`config.mk`:
```
export PLATFORM = sky130hd
export DESIGN_NAME = transaction_engine
export DESIGN_NICKNAME = d
export VERILOG_FILES = /design/src/rtl/transaction_engine.sv
export SDC_FILE = /design/constraint.sdc
export NUM_CORES = 1
export LEC_CHECK = 0
export ABC_CLOCK_PERIOD_IN_PS = 4300
export CORE_ASPECT_RATIO = 1.75
export CORE_MARGIN = 4
export CORE_UTILIZATION = 50
export CTS_CLUSTER_DIAMETER = 60
export DETAILED_ROUTE_END_ITERATION = 6
export GPL_ROUTABILITY_DRIVEN = 0
export PLACE_DENSITY_LB_ADDON = 0.25
export SYNTH_ARGS = -nofsm -noshare
export SYNTH_HDL_FRONTEND = slang
export SYNTH_SLANG_ARGS = --single-unit
```
`constraint.sdc`:
```
create_clock -name clock -period 4.3 [get_ports clock]
set_clock_uncertainty 0.1 [all_clocks]
set_input_delay 0.43 -clock clock [delete_from_list [all_inputs] [get_ports clock]]
set_output_delay 0.43 -clock clock [all_outputs]
set_load 0.01 [all_outputs]
```
`src/rtl/transaction_engine.sv`:
```
// Coin-ledger transfer engine: validates a transfer request, authenticates the
// sender through an external hash unit, then commits both balances on one edge.
module transaction_engine #(
  parameter int NUM_PLAYERS  = 4,
  parameter int AMOUNT_W     = 8,
  parameter int KEY_W        = 8,
  parameter int HASH_TIMEOUT = 64,
  parameter int IDX_W        = $clog2(NUM_PLAYERS)
) (
  input  logic                            clock,
  input  logic                            reset,
  input  logic                            mem_load,
  input  logic [IDX_W-1:0]                mem_index,
  input  logic [KEY_W-1:0]                mem_public_key,
  input  logic [AMOUNT_W-1:0]             mem_balance,
  input  logic                            start,
  input  logic [IDX_W-1:0]                src,
  input  logic [IDX_W-1:0]                dst,
  input  logic [AMOUNT_W-1:0]             amount,
  input  logic [KEY_W-1:0]                key,
  output logic                            hash_req,
  output logic [KEY_W-1:0]                hash_key,
  input  logic                            hash_valid,
  input  logic [KEY_W-1:0]                hash_result,
  output logic                            busy,
  output logic                            done,
  output logic [2:0]                      status,
  output logic [NUM_PLAYERS*AMOUNT_W-1:0] balances_out
);
  localparam int CNT_W = $clog2(HASH_TIMEOUT + 1);

  typedef enum logic [2:0] {
    ST_IDLE, ST_CHECK, ST_HASH_REQ, ST_HASH_WAIT, ST_COMMIT, ST_DONE
  } state_t;

  state_t              state_reg, state_next;
  logic [2:0]          status_reg, status_next;
  logic [IDX_W-1:0]    src_reg, dst_reg;
  logic [AMOUNT_W-1:0] amount_reg;
  logic [KEY_W-1:0]    req_key_reg, hash_key_reg;
  logic [CNT_W-1:0]    wait_cnt_reg;
  logic [AMOUNT_W-1:0] bal_reg     [NUM_PLAYERS];
  logic [KEY_W-1:0]    pub_key_reg [NUM_PLAYERS];

  logic                idx_bad;
  logic [AMOUNT_W:0]   dst_sum;
  logic                timeout_hit;

  assign idx_bad = (int'(src_reg) >= NUM_PLAYERS) || (int'(dst_reg) >= NUM_PLAYERS) ||
                   (src_reg == dst_reg);
  // One extra bit catches receiver overflow without wrapping.
  assign dst_sum     = {1'b0, bal_reg[dst_reg]} + {1'b0, amount_reg};
  assign timeout_hit = (wait_cnt_reg == CNT_W'(HASH_TIMEOUT - 1));

  always_comb begin
    state_next  = state_reg;
    status_next = status_reg;
    case (state_reg)
      ST_IDLE: begin
        if (start) state_next = ST_CHECK;
      end
      ST_CHECK: begin
        state_next = ST_DONE;
        if (idx_bad)                         status_next = 3'd3;
        else if (amount_reg == '0)           status_next = 3'd2;
        else if (bal_reg[src_reg] < amount_reg) status_next = 3'd1;
        else if (dst_sum[AMOUNT_W])          status_next = 3'd5;
        else                                 state_next  = ST_HASH_REQ;
      end
      ST_HASH_REQ: state_next = ST_HASH_WAIT;
      ST_HASH_WAIT: begin
        if (hash_valid) begin
          if (hash_result == pub_key_reg[src_reg]) begin
            state_next = ST_COMMIT;
          end else begin
            status_next = 3'd4;
            state_next  = ST_DONE;
          end
        end else if (timeout_hit) begin
          status_next = 3'd6;
          state_next  = ST_DONE;
        end
      end
      ST_COMMIT: begin
        status_next = 3'd0;
        state_next  = ST_DONE;
      end
      ST_DONE: state_next = ST_IDLE;
      default: state_next = ST_IDLE;
    endcase
  end

  always_ff @(posedge clock or posedge reset) begin
    if (reset) begin
      state_reg  <= ST_IDLE;
      status_reg <= '0;
    end else begin
      state_reg  <= state_next;
      status_reg <= status_next;
    end
  end

  always_ff @(posedge clock or posedge reset) begin
    if (reset) begin
      src_reg      <= '0;
      dst_reg      <= '0;
      amount_reg   <= '0;
      req_key_reg  <= '0;
      hash_key_reg <= '0;
      wait_cnt_reg <= '0;
    end else begin
      if (state_reg == ST_IDLE && start) begin
        src_reg     <= src;
        dst_reg     <= dst;
        amount_reg  <= amount;
        req_key_reg <= key;
      end
      // Staged during CHECK so the key is already stable when hash_req rises.
      if (state_reg == ST_CHECK) hash_key_reg <= req_key_reg;
      if (state_reg == ST_HASH_REQ)       wait_cnt_reg <= '0;
      else if (state_reg == ST_HASH_WAIT) wait_cnt_reg <= wait_cnt_reg + CNT_W'(1);
    end
  end

  // Ledger: loader writes only while idle; commit moves funds on a single edge.
  always_ff @(posedge clock or posedge reset) begin
    if (reset) begin
      for (int i = 0; i < NUM_PLAYERS; i++) begin
        bal_reg[i]     <= '0;
        pub_key_reg[i] <= '0;
      end
    end else if (state_reg == ST_IDLE && mem_load) begin
      for (int i = 0; i < NUM_PLAYERS; i++) begin
        if (int'(mem_index) == i) begin
          bal_reg[i]     <= mem_balance;
          pub_key_reg[i] <= mem_public_key;
        end
      end
    end else if (state_reg == ST_COMMIT) begin
      for (int i = 0; i < NUM_PLAYERS; i++) begin
        if (int'(src_reg) == i)      bal_reg[i] <= bal_reg[i] - amount_reg;
        else if (int'(dst_reg) == i) bal_reg[i] <= bal_reg[i] + amount_reg;
      end
    end
  end

  for (genvar gi = 0; gi < NUM_PLAYERS; gi++) begin : g_out
    assign balances_out[gi*AMOUNT_W +: AMOUNT_W] = bal_reg[gi];
  end

  assign busy     = (state_reg != ST_IDLE);
  assign done     = (state_reg == ST_DONE);
  assign hash_req = (state_reg == ST_HASH_REQ);
  assign hash_key = hash_key_reg;
  assign status   = status_reg;

endmodule

```
==> flow_summary.json <==
{
  "outcome": "completed",
  "cts_root_buf": "clkbuf_16",
  "ant_nets": 0,
  "clock.fmax_mhz": 265.1,
  "end_kind": "flop",
  "relSlewSlack_pct": 45.73,
  "synth-xor-area-share_pct": 7.387,
  "final_nets": 886,
  "clk_pin_slew_ns": 0.08,
  "worstSkewPairLatency_ns": 0.36,
  "critPathSlowestCell": "o41ai_1",
  "antenna_found_initial": 0,
  "hold_violations": 0,
  "yosysWarnings": 0,
  "clkSinkCount": 105,
  "path_cells": "nor2b_1 -> mux2i_1 -> ha_1 -> nor2b_1 -> o21ai_0 -> a21oi_1 -> o41ai_1 -> xnor2_1 -> or4_1 -> nand3_1",
  "critPathMaxFanout": 13,
  "placement.io_buffers": 96,
  "num_antenna_cells": 0,
  "cts_max_path_buffers": 2,
  "fin_ws_ns": 0.5283,
  "worst_slew_pin_slew_ns": 0.8035,
  "globalRouteOverflowTotal": 0,
  "die_w_microns": 97.42,
  "cts_tree": "yes",
  "synth_top_family_by_area": "multiplexers",
  "io_pins": 97,
  "ys_seq_area_share_pct": 37.56,
  "mostFrequentLayoutCells": "dfrtp_1, clkdlybuf4s50_1, a21oi_1, nor2_1, nand2_1",
  "rsz0062_at_grt": "false",
  "r2r_setup_slack_ns": 0.53,
  "die-area_sq_um": 16020,
  "synth-simple-area-share_pct": 12.23,
  "hold_class": "flop to flop",
  "routed_wl_mm": 19.22,
  "grt_pass1_vias": 6015,
  "synthTopCellsByArea": "dfrtp_1, mux2_2, ha_1",
  "syn_inst": 693,
  "worstHoldStart": "pub_key_reg[8]$_DFFE_PP0P_",
  "drtIter0Drc": 294,
  "drv_cap": 0,
  "multi_input_area_sq_um": 4121,
  "final_common_cell": "dfrtp_1",
  "synth_ff_type": "dfrtp_1",
  "reg2reg_from": "src_reg[1]$_DFFE_PP0P_",
  "rows": 56,
  "drc": 0,
  "crit_path_start_kind": "flop",
  "synth_compound_area_share_pct": 13.27,
  "cts_setup_buffers": 0,
  "routed_via_density": 5.958,
  "critPathKind": "flop to flop",
  "drtPass1Iterations": 5,
  "regArea_sq_um": 2628,
  "max_stage_delay_ns": 0.68,
  "fin_setup_tns_ns": 0,
  "timing.rr.end": "balances_out[23]$_DFFE_PP0P_",
  "initial_core_util_pct": 51.46,
  "rr_worst_depth": 10,
  "track_usage_pct": 24.39,
  "core_area_sq_um": 13590,
  "synth-seq-cells": 105,
  "cts_buffers": 9,
  "synth_edf_count": 0,
  "layout-area-overhead-vs-synth_pct": 21.21,
  "yosysUniqueCellTypes": 59,
  "critPathMostFrequentCell": "nor2b_1",
  "hold_buffers": 0,
  "dr_total_vias": 5755,
  "routedWlPerCell_microns": 19.89,
  "crit_arrival_ns": 3.96,
  "whs_path_depth": 1,
  "synthArstFlopShare_pct": 100.0,
  "period_needed_ns": 3.772,
  "grt_pass1_wl_mm": 30.88,
  "avgSynthCellArea_sq_um": 10.09,
  "yosys.area.top_type": "dfrtp_1",
  "setup_violations": 0,
  "cp.required_ns": 4.49,
  "dp.final_hpwl_mm": 14.58,
  "hold_end": "pub_key_reg[8]$_DFFE_PP0P_",
  "n_fill_cell": 1167,
  "synthAdderAreaFrac_pct": 9.014,
  "holdWs_ns": 0.4047,
  "htreeDepth": 3,
  "grt_max_degree": 48,
  "synth_mux_area_share_pct": 17.01,
  "postCtsResizedCells": 0,
  "finalCritPeriodShare_pct": 87.72,
  "synth_top_area_share_pct": 37.56,
  "die_y_microns": 164.5,
  "netlist_area_sq_um": 6995,
  "place_worst_setup_slack_ns": 0.5997,
  "synth_nets": 792,
  "drive_gt1_share_pct": 14.52,
  "slew_viol_final": 0
}
-- critical path: cells and delay by family (launching register included) --
family / cells / cell delay, ns
muxes: 1 / 0.39
and+or+nand+nor: 4 / 0.96
AOI/OAI and AO/OA: 3 / 1.10
xor gates and xnor gates: 1 / 0.19
adders and majority gates: 1 / 0.30
DFF: 1 / 0.67
-- how the worst max path moves through the flow --
stage	start	end	slack, ns	depth (start not counted)
2_1_floorplan	src_reg[0]$_DFFE_PP0P_	status[1]$_DFFE_PP0P_	0.58	12
5_1_grt	amount_reg[0]$_DFFE_PP0P_	balances_out[23]$_DFFE_PP0P_	0.39	11
3_5_place_dp	dst_reg[0]$_DFFE_PP0P_	status[1]$_DFFE_PP0P_	0.60	9
4_1_cts	dst_reg[0]$_DFFE_PP0P_	status[1]$_DFFE_PP0P_	0.59	9
6_report	src_reg[1]$_DFFE_PP0P_	balances_out[23]$_DFFE_PP0P_	0.53	10
3_3_place_gp	dst_reg[0]$_DFFE_PP0P_	status[1]$_DFFE_PP0P_	0.69	9
-- cells in the mapped netlist, types with 3 or more instances --
cell type    n
or4_1        4
buf_2        5
o21ai_0     50
o41ai_1      4
clkbuf_1    22
nand3_1     12
and2_1       6
nand2_1     58
xnor2_1     54
nor2_1      59
a21o_1       6
o21bai_1     4
inv_1       27
o31ai_1      5
ha_1        44
and3_1       3
dfrtp_1    105
a21oi_1     59
nor2b_1     10
xor2_1       5
nor3_1      14
fa_1         4
mux2i_1     12
a211oi_1     4
or3_1        5
mux2_2      51
mux4_2      21
-- per-stage QoR --
| step | cell area [sq um] | utilization (%) | std cells |
|---|---|---|---|
| after CTS | 8479 | 62.38 | 966 |
| final | 8479 | 62.38 | 966 |
| after detailed placement | 8178 | 60.16 | 950 |
| after global placement | 8178 | 60.16 | 950 |
| after global routing | 8479 | 62.38 | 966 |
| after floorplan | 6995 | - | 693 |
-- cell type report --
class	instances	share of cell area [%]
Timing Repair Buffer	115	13.01
Sequential cell	105	30.99
Multi-Input combinational cell	528	48.61
Clock inverter	6	0.7378
Inverter	28	1.269
Tap cell	174	2.568
Clock buffer	10	2.818
-- layer usage --
metal,GRT usage [%],share of wire [%],up-vias
met3,3.635,4.9,67
met5,0,0,-
li1,-,-,2659
met1,26.56,36,2815
met4,13.61,5.6,0
met2,44.97,54,214
-- logic make-up (layout without fill, tap and decap cells) --
kind of cell               after synthesis  after routing
DFF                                    105            105
adders and majority gates               48             48
xor gates and xnor gates                59             59
and+or+nand+nor                        182            182
muxes                                   86             86
AOI/OAI and AO/OA                      153            153
buffers and inverters                   60            159
Power is not shown: default switching activity piles up to over one toggle a cycle in this logic, so the estimate is an artifact.
